$ cat config.mk
export PLATFORM = sky130hd
export DESIGN_NAME = mtrap_cause_unit
export DESIGN_NICKNAME = d
export VERILOG_FILES = /design/src/rtl/mtrap_cause_unit.sv
export SDC_FILE = /design/constraint.sdc
export NUM_CORES = 1
export LEC_CHECK = 0
export ABC_AREA = 1
export CAP_MARGIN = 5
export CORE_UTILIZATION = 43
export CTS_BUF_LIST = sky130_fd_sc_hd__clkbuf_16
export CTS_CLUSTER_SIZE = 8
export DETAILED_ROUTE_END_ITERATION = 7
export PLACE_DENSITY = 0.87
export SLEW_MARGIN = 0
export SYNTH_ARGS = -nofsm -noshare
export SYNTH_HDL_FRONTEND = slang
export SYNTH_SLANG_ARGS = --single-unit
export TNS_END_PERCENT = 100
$ cat constraint.sdc
create_clock -name clk_in -period 6.82 [get_ports clk_in]
set_clock_uncertainty 0.05 [all_clocks]
set_input_delay 1.364 -clock clk_in [delete_from_list [all_inputs] [get_ports clk_in]]
set_output_delay 1.364 -clock clk_in [all_outputs]
set_load 0.02 [all_outputs]
$ cat src/rtl/mtrap_cause_unit.sv
// Machine-mode trap-cause unit: prioritises exception/interrupt lines, holds the winner until
// the pipeline acks, then commits mcause/mepc/mtval. Optional mtval storage via MTRAP_MTVAL_EN.
module mtrap_cause_unit #(
    parameter int          XLEN        = 32,
    parameter int          NUM_EXC     = 16,
    parameter int          NUM_IRQ     = 16,
    parameter int          CODE_W      = 5,
    parameter logic [11:0] MEPC_ADDR   = 12'h341,
    parameter logic [11:0] MCAUSE_ADDR = 12'h342,
    parameter logic [11:0] MTVAL_ADDR  = 12'h343
) (
    input  logic                clk_in,
    input  logic                rst_in,
    input  logic [NUM_EXC-1:0]  exc_req_in,
    input  logic [NUM_IRQ-1:0]  irq_req_in,
    input  logic                mie_global_in,
    input  logic [XLEN-1:0]     pc_in,
    input  logic [XLEN-1:0]     tval_in,
    input  logic                trap_ack_in,
    input  logic                mret_in,
    input  logic [11:0]         csr_addr_in,
    input  logic                wr_en_in,
    input  logic [XLEN-1:0]     data_wr_in,
    output logic [XLEN-1:0]     csr_rd_out,
    output logic                csr_hit_out,
    output logic [XLEN-1:0]     mcause_out,
    output logic [XLEN-1:0]     mepc_out,
    output logic [XLEN-1:0]     mtval_out,
    output logic [CODE_W-1:0]   cause_out,
    output logic                int_or_exc_out,
    output logic                trap_pending_out,
    output logic                trap_taken_out,
    output logic                in_handler_out
);

    typedef enum logic [1:0] {IDLE, PEND, HANDLER} state_t;

    localparam logic [XLEN-1:0] PC_MASK = {{(XLEN-2){1'b1}}, 2'b00};

    state_t              state;
    state_t              state_next;
    logic                exc_any;
    logic                irq_take;
    logic                capture;
    logic                commit;
    logic [CODE_W-1:0]   exc_code;
    logic [CODE_W-1:0]   irq_code;
    logic                held_int;
    logic [CODE_W-1:0]   held_code;
    logic [XLEN-1:0]     held_pc;
    logic [XLEN-1:0]     trap_cause;
    logic [XLEN-1:0]     mcause;
    logic [XLEN-1:0]     mepc;
    logic                trap_taken;
    logic                wr_mcause;
    logic                wr_mepc;

    assign exc_any   = |exc_req_in;
    assign irq_take  = (|irq_req_in) & mie_global_in;
    assign wr_mcause = wr_en_in && (csr_addr_in == MCAUSE_ADDR);
    assign wr_mepc   = wr_en_in && (csr_addr_in == MEPC_ADDR);

    // Exceptions resolve to the lowest set line, interrupts to the highest.
    always_comb begin
        exc_code = '0;
        for (int i = NUM_EXC - 1; i >= 0; i--) begin
            if (exc_req_in[i]) exc_code = CODE_W'(i);
        end
    end

    always_comb begin
        irq_code = '0;
        for (int i = 0; i < NUM_IRQ; i++) begin
            if (irq_req_in[i]) irq_code = CODE_W'(i);
        end
    end

    always_ff @(posedge clk_in or posedge rst_in) begin
        if (rst_in) state <= IDLE;
        else        state <= state_next;
    end

    always_comb begin
        state_next = state;
        capture    = 1'b0;
        commit     = 1'b0;
        case (state)
            IDLE: begin
                if (exc_any || irq_take) begin
                    capture    = 1'b1;
                    state_next = PEND;
                end
            end
            PEND: begin
                if (trap_ack_in) begin
                    commit     = 1'b1;
                    state_next = HANDLER;
                end
            end
            HANDLER: begin
                // A nested exception outranks a retiring MRET in the same cycle.
                if (exc_any) begin
                    capture    = 1'b1;
                    state_next = PEND;
                end else if (mret_in) begin
                    state_next = IDLE;
                end
            end
            default: state_next = IDLE;
        endcase
    end

    always_ff @(posedge clk_in or posedge rst_in) begin
        if (rst_in) begin
            held_int  <= 1'b0;
            held_code <= '0;
            held_pc   <= '0;
        end else if (capture) begin
            held_int  <= !exc_any;
            held_code <= exc_any ? exc_code : irq_code;
            held_pc   <= pc_in & PC_MASK;
        end
    end

    always_comb begin
        trap_cause             = '0;
        trap_cause[CODE_W-1:0] = held_code;
        trap_cause[XLEN-1]     = held_int;
    end

    // A commit takes precedence over a software write to the same CSR.
    always_ff @(posedge clk_in or posedge rst_in) begin
        if (rst_in) begin
            mcause     <= '0;
            mepc       <= '0;
            trap_taken <= 1'b0;
        end else begin
            trap_taken <= commit;
            if (commit)         mcause <= trap_cause;
            else if (wr_mcause) mcause <= data_wr_in;
            if (commit)         mepc   <= held_pc;
            else if (wr_mepc)   mepc   <= data_wr_in & PC_MASK;
        end
    end

`ifdef MTRAP_MTVAL_EN
    logic [XLEN-1:0] held_tval;
    logic [XLEN-1:0] mtval;
    logic            wr_mtval;

    assign wr_mtval = wr_en_in && (csr_addr_in == MTVAL_ADDR);

    always_ff @(posedge clk_in or posedge rst_in) begin
        if (rst_in) begin
            held_tval <= '0;
            mtval     <= '0;
        end else begin
            if (capture)       held_tval <= exc_any ? tval_in : '0;
            if (commit)        mtval     <= held_tval;
            else if (wr_mtval) mtval     <= data_wr_in;
        end
    end

    assign mtval_out = mtval;
`else
    logic unused_mtval;
    assign unused_mtval = (^tval_in) ^ (csr_addr_in == MTVAL_ADDR);
    assign mtval_out    = '0;
`endif

    always_comb begin
        csr_rd_out  = '0;
        csr_hit_out = 1'b0;
        if (csr_addr_in == MCAUSE_ADDR) begin
            csr_rd_out  = mcause;
            csr_hit_out = 1'b1;
        end else if (csr_addr_in == MEPC_ADDR) begin
            csr_rd_out  = mepc;
            csr_hit_out = 1'b1;
        end
`ifdef MTRAP_MTVAL_EN
        else if (csr_addr_in == MTVAL_ADDR) begin
            csr_rd_out  = mtval;
            csr_hit_out = 1'b1;
        end
`endif
    end

    assign mcause_out       = mcause;
    assign mepc_out         = mepc;
    assign cause_out        = mcause[CODE_W-1:0];
    assign int_or_exc_out   = mcause[XLEN-1];
    assign trap_pending_out = (state == PEND);
    assign in_handler_out   = (state == HANDLER);
    assign trap_taken_out   = trap_taken;

endmodule

==> impl_metrics.json <==
{
  "first_pass_iters": 5,
  "clk_path_buf_depth": 2,
  "numClockSinks": 100,
  "post_drt_wl_per_cell_um": 15.4,
  "hold_ws_ns": 0.432,
  "grt_pass1_wl_um": 25500,
  "clk_pin_slew_ns": 0.06,
  "n_fill_cell": 1035,
  "p_leak_nw": 3.59,
  "final_common_cell": "nand2_1",
  "io_buffers": 215,
  "worstMarginPinSlew_ns": 1.15,
  "muxShareOfSynthArea": 0,
  "hp-start": "held_pc[14]",
  "maxCapViolCount": 0,
  "nets": 1030,
  "grt_max_degree": 58,
  "slew_violations": 0,
  "async_flop_share": 1.00,
  "synthSimpleGateAreaFrac": 0.280,
  "cts-htree-levels": 3,
  "layout_common_cells": "nand2_1 (279), clkdlybuf4s50_1 (215), dfrtp_1 (100)",
  "crit_path_max_incr_delay_ns": 0.68,
  "synth-seq-area-share": 0.473,
  "die_h_um": 113,
  "synthTopCellsByArea": "dfrtp_1 (47%), nand2_1 (20%), buf_4 (5.7%)",
  "critPathLaunchType": "primary input",
  "path_delay_family": "simple AND/OR/NAND/NOR gates",
  "cp.depth": 7,
  "finalSetupViolCount": 0,
  "final_core_util": 0.636,
  "via_count": 5262,
  "r2r_slack_ns": 3.57,
  "drive_gt1_frac": 0.0338,
  "yosysTopAreaCell": "dfrtp_1",
  "ys_ff_latch": 100,
  "synth.avg_cell_area_um2": 7.60,
  "use_met3": 0.0498,
  "holdBufCountCts": 0,
  "hpwlAfterDp_um": 11000,
  "synth_cell_type_count": 29,
  "top_usage_layer": "met2",
  "max_freq_mhz": 184,
  "grt.total_usage": 0.257,
  "tns_ns": 0,
  "area_delta_synth_final_pct": 44.6,
  "synth_top_family_by_area": "simple AND/OR/NAND/NOR gates",
  "rsz0062_at_grt": "false",
  "netlist_area_um2": 5290,
  "r2r-start": "state[0]",
  "grt_pass1_vias": 5033,
  "fin_crit_ns": 5.42,
  "cp.arrival_ns": 4.01,
  "slew_headroom": 0.227,
  "yosysWarnings": 0,
  "clkLatencyLatePin_ns": 0.34,
  "ys.flop_type": "dfrtp_1",
  "multi_input_area_um2": 2240,
  "slowest_stage": "clkdlybuf4s50_1",
  "hold_path_class": "reg2reg",
  "cp_max_fo": 19,
  "synth_xor_area_frac": 0,
  "viasPerCell": 5.08,
  "cts_resized": 0,
  "use_met2": 0.451,
  "min_to": "held_pc[14]",
  "hold_path_depth": 2,
  "finalHoldViolations": 0,
  "regArea_um2": 2500,
  "synth_edf_count": 0,
  "start_util": 0.440,
  "fp.dieW_um": 113,
  "rows": 40,
  "crit_required_ns": 5.41,
  "r2r_end": "mcause_out[1]",
  "synth_compound_area_frac": 0.116,
  "crit_chain": "clkdlybuf4s50_1 > nor2_1 > nand3_1 > nor4_4 > nand2_1 > o31ai_1 > clkdlybuf4s50_1",
  "powerDensity_nw_per_um2": 363,
  "gp_congestion": 0.856,
  "rr_worst_depth": 6,
  "crit_buf_inv": 2,
  "crit_path_end_kind": "primary output",
  "antenna_cells": 0,
  "die_area_um2": 12700,
  "ir_worst_vdd_mv": 0.187,
  "drt_iter0_markers": 431,
  "coreArea_um2": 12000,
  "cpMostUsedCell": "clkdlybuf4s50_1",
  "antenna_found_initial": 0,
  "overflow": 0,
  "post_cts_buffers": 0,
  "boundaryPins": 284,
  "ant_nets": 0,
  "period_share": 0.795,
  "postSynthCellCount": 696,
  "drt_wl_total_um": 16000,
  "drc": 0,
  "synth_top_area_frac": 0.473,
  "status": "completed",
  "cts_tree": "done",
  "root_buffer": "clkbuf_16",
  "cts_buffers": 9,
  "path_class": "in2out",
  "grtUsageMet1": 0.313,
  "synthAdderAreaFrac": 0
}
routing by layer:
metal,share of wire,vias to the layer above
met2,0.51,239
met4,0.023,0
met3,0.066,30
met1,0.40,2465
met5,0,-
li1,-,2528
worst max-delay path by stage:
stage | from | slack (ns) | to
after floorplan | csr_addr_in[11] | 2.47 | csr_rd_out[19]
after global placement | csr_addr_in[11] | 1.43 | csr_rd_out[24]
after detailed placement | csr_addr_in[11] | 1.37 | csr_rd_out[7]
after CTS | csr_addr_in[11] | 1.37 | csr_rd_out[7]
after global routing | csr_addr_in[11] | 1.17 | csr_rd_out[24]
final | csr_addr_in[11] | 1.40 | csr_rd_out[7]
where the power goes:
part	internal [mW]	switching (mW)	leakage [nW]
sequential	0.853	0.197	1.26
combinational	0.517	0.702	2.19
clock	0.283	0.225	0.139
worst register-to-register path: stages, from the launching register on:
cell and delay [ns]:
dfrtp_1 0.42, inv_1 0.09, nor2_1 0.06, nand2_2 0.64
clkinv_1 1.19, o211ai_1 0.54, o21ai_0 0.14
synth_stat cells, types with 3 or more instances:
master and count:
buf_4 40, o31ai_1 19, a21oi_1 4, inv_1 59, nand3_1 53, o21ai_0 20
o221ai_1 4, nor2_1 18, nand2_1 280, o21ai_1 11, buf_2 10, clkbuf_1 25
o211ai_1 31, nor3_1 3, inv_2 3, dfrtp_1 100
registers in the layout (all words and copies together), names as in the netlist:
register,flops
mcause_out,32
state,2
mepc_out,30
held_pc,30
held_int,1
held_code,4
trap_taken_out,1
metrics by stage:
| stage | instances | setup WS [ns] | power, mW | area (µm²) |
|---|---|---|---|---|
| 2_1_floorplan | 729 | 2.47 | 1.73 | 5410 |
| 3_3_place_gp | 1020 | 1.43 | 2.23 | 7350 |
| 3_5_place_dp | 1020 | 1.37 | 2.27 | 7350 |
| 4_1_cts | 1035 | 1.37 | 2.79 | 7640 |
| 5_1_grt | 1035 | 1.17 | 2.95 | 7640 |
| 6_report | 1035 | 1.40 | 2.78 | 7640 |
area by class of cell:
cell class	instances	share of cell area
tap	147	0.0241
clock buffer	9	0.0295
multi-input combinational	490	0.293
clock inverter	6	0.00868
inverter	63	0.0313
sequential	100	0.327
timing repair buffer	220	0.286
cell families after synthesis:
group | count (synthesis)
AOI/OAI and AO/OA | 93
buffers and inverters | 139
DFF | 100
other | 1
and+or+nand+nor | 363
No activity file was read; power rests on OpenSTA's default activity.
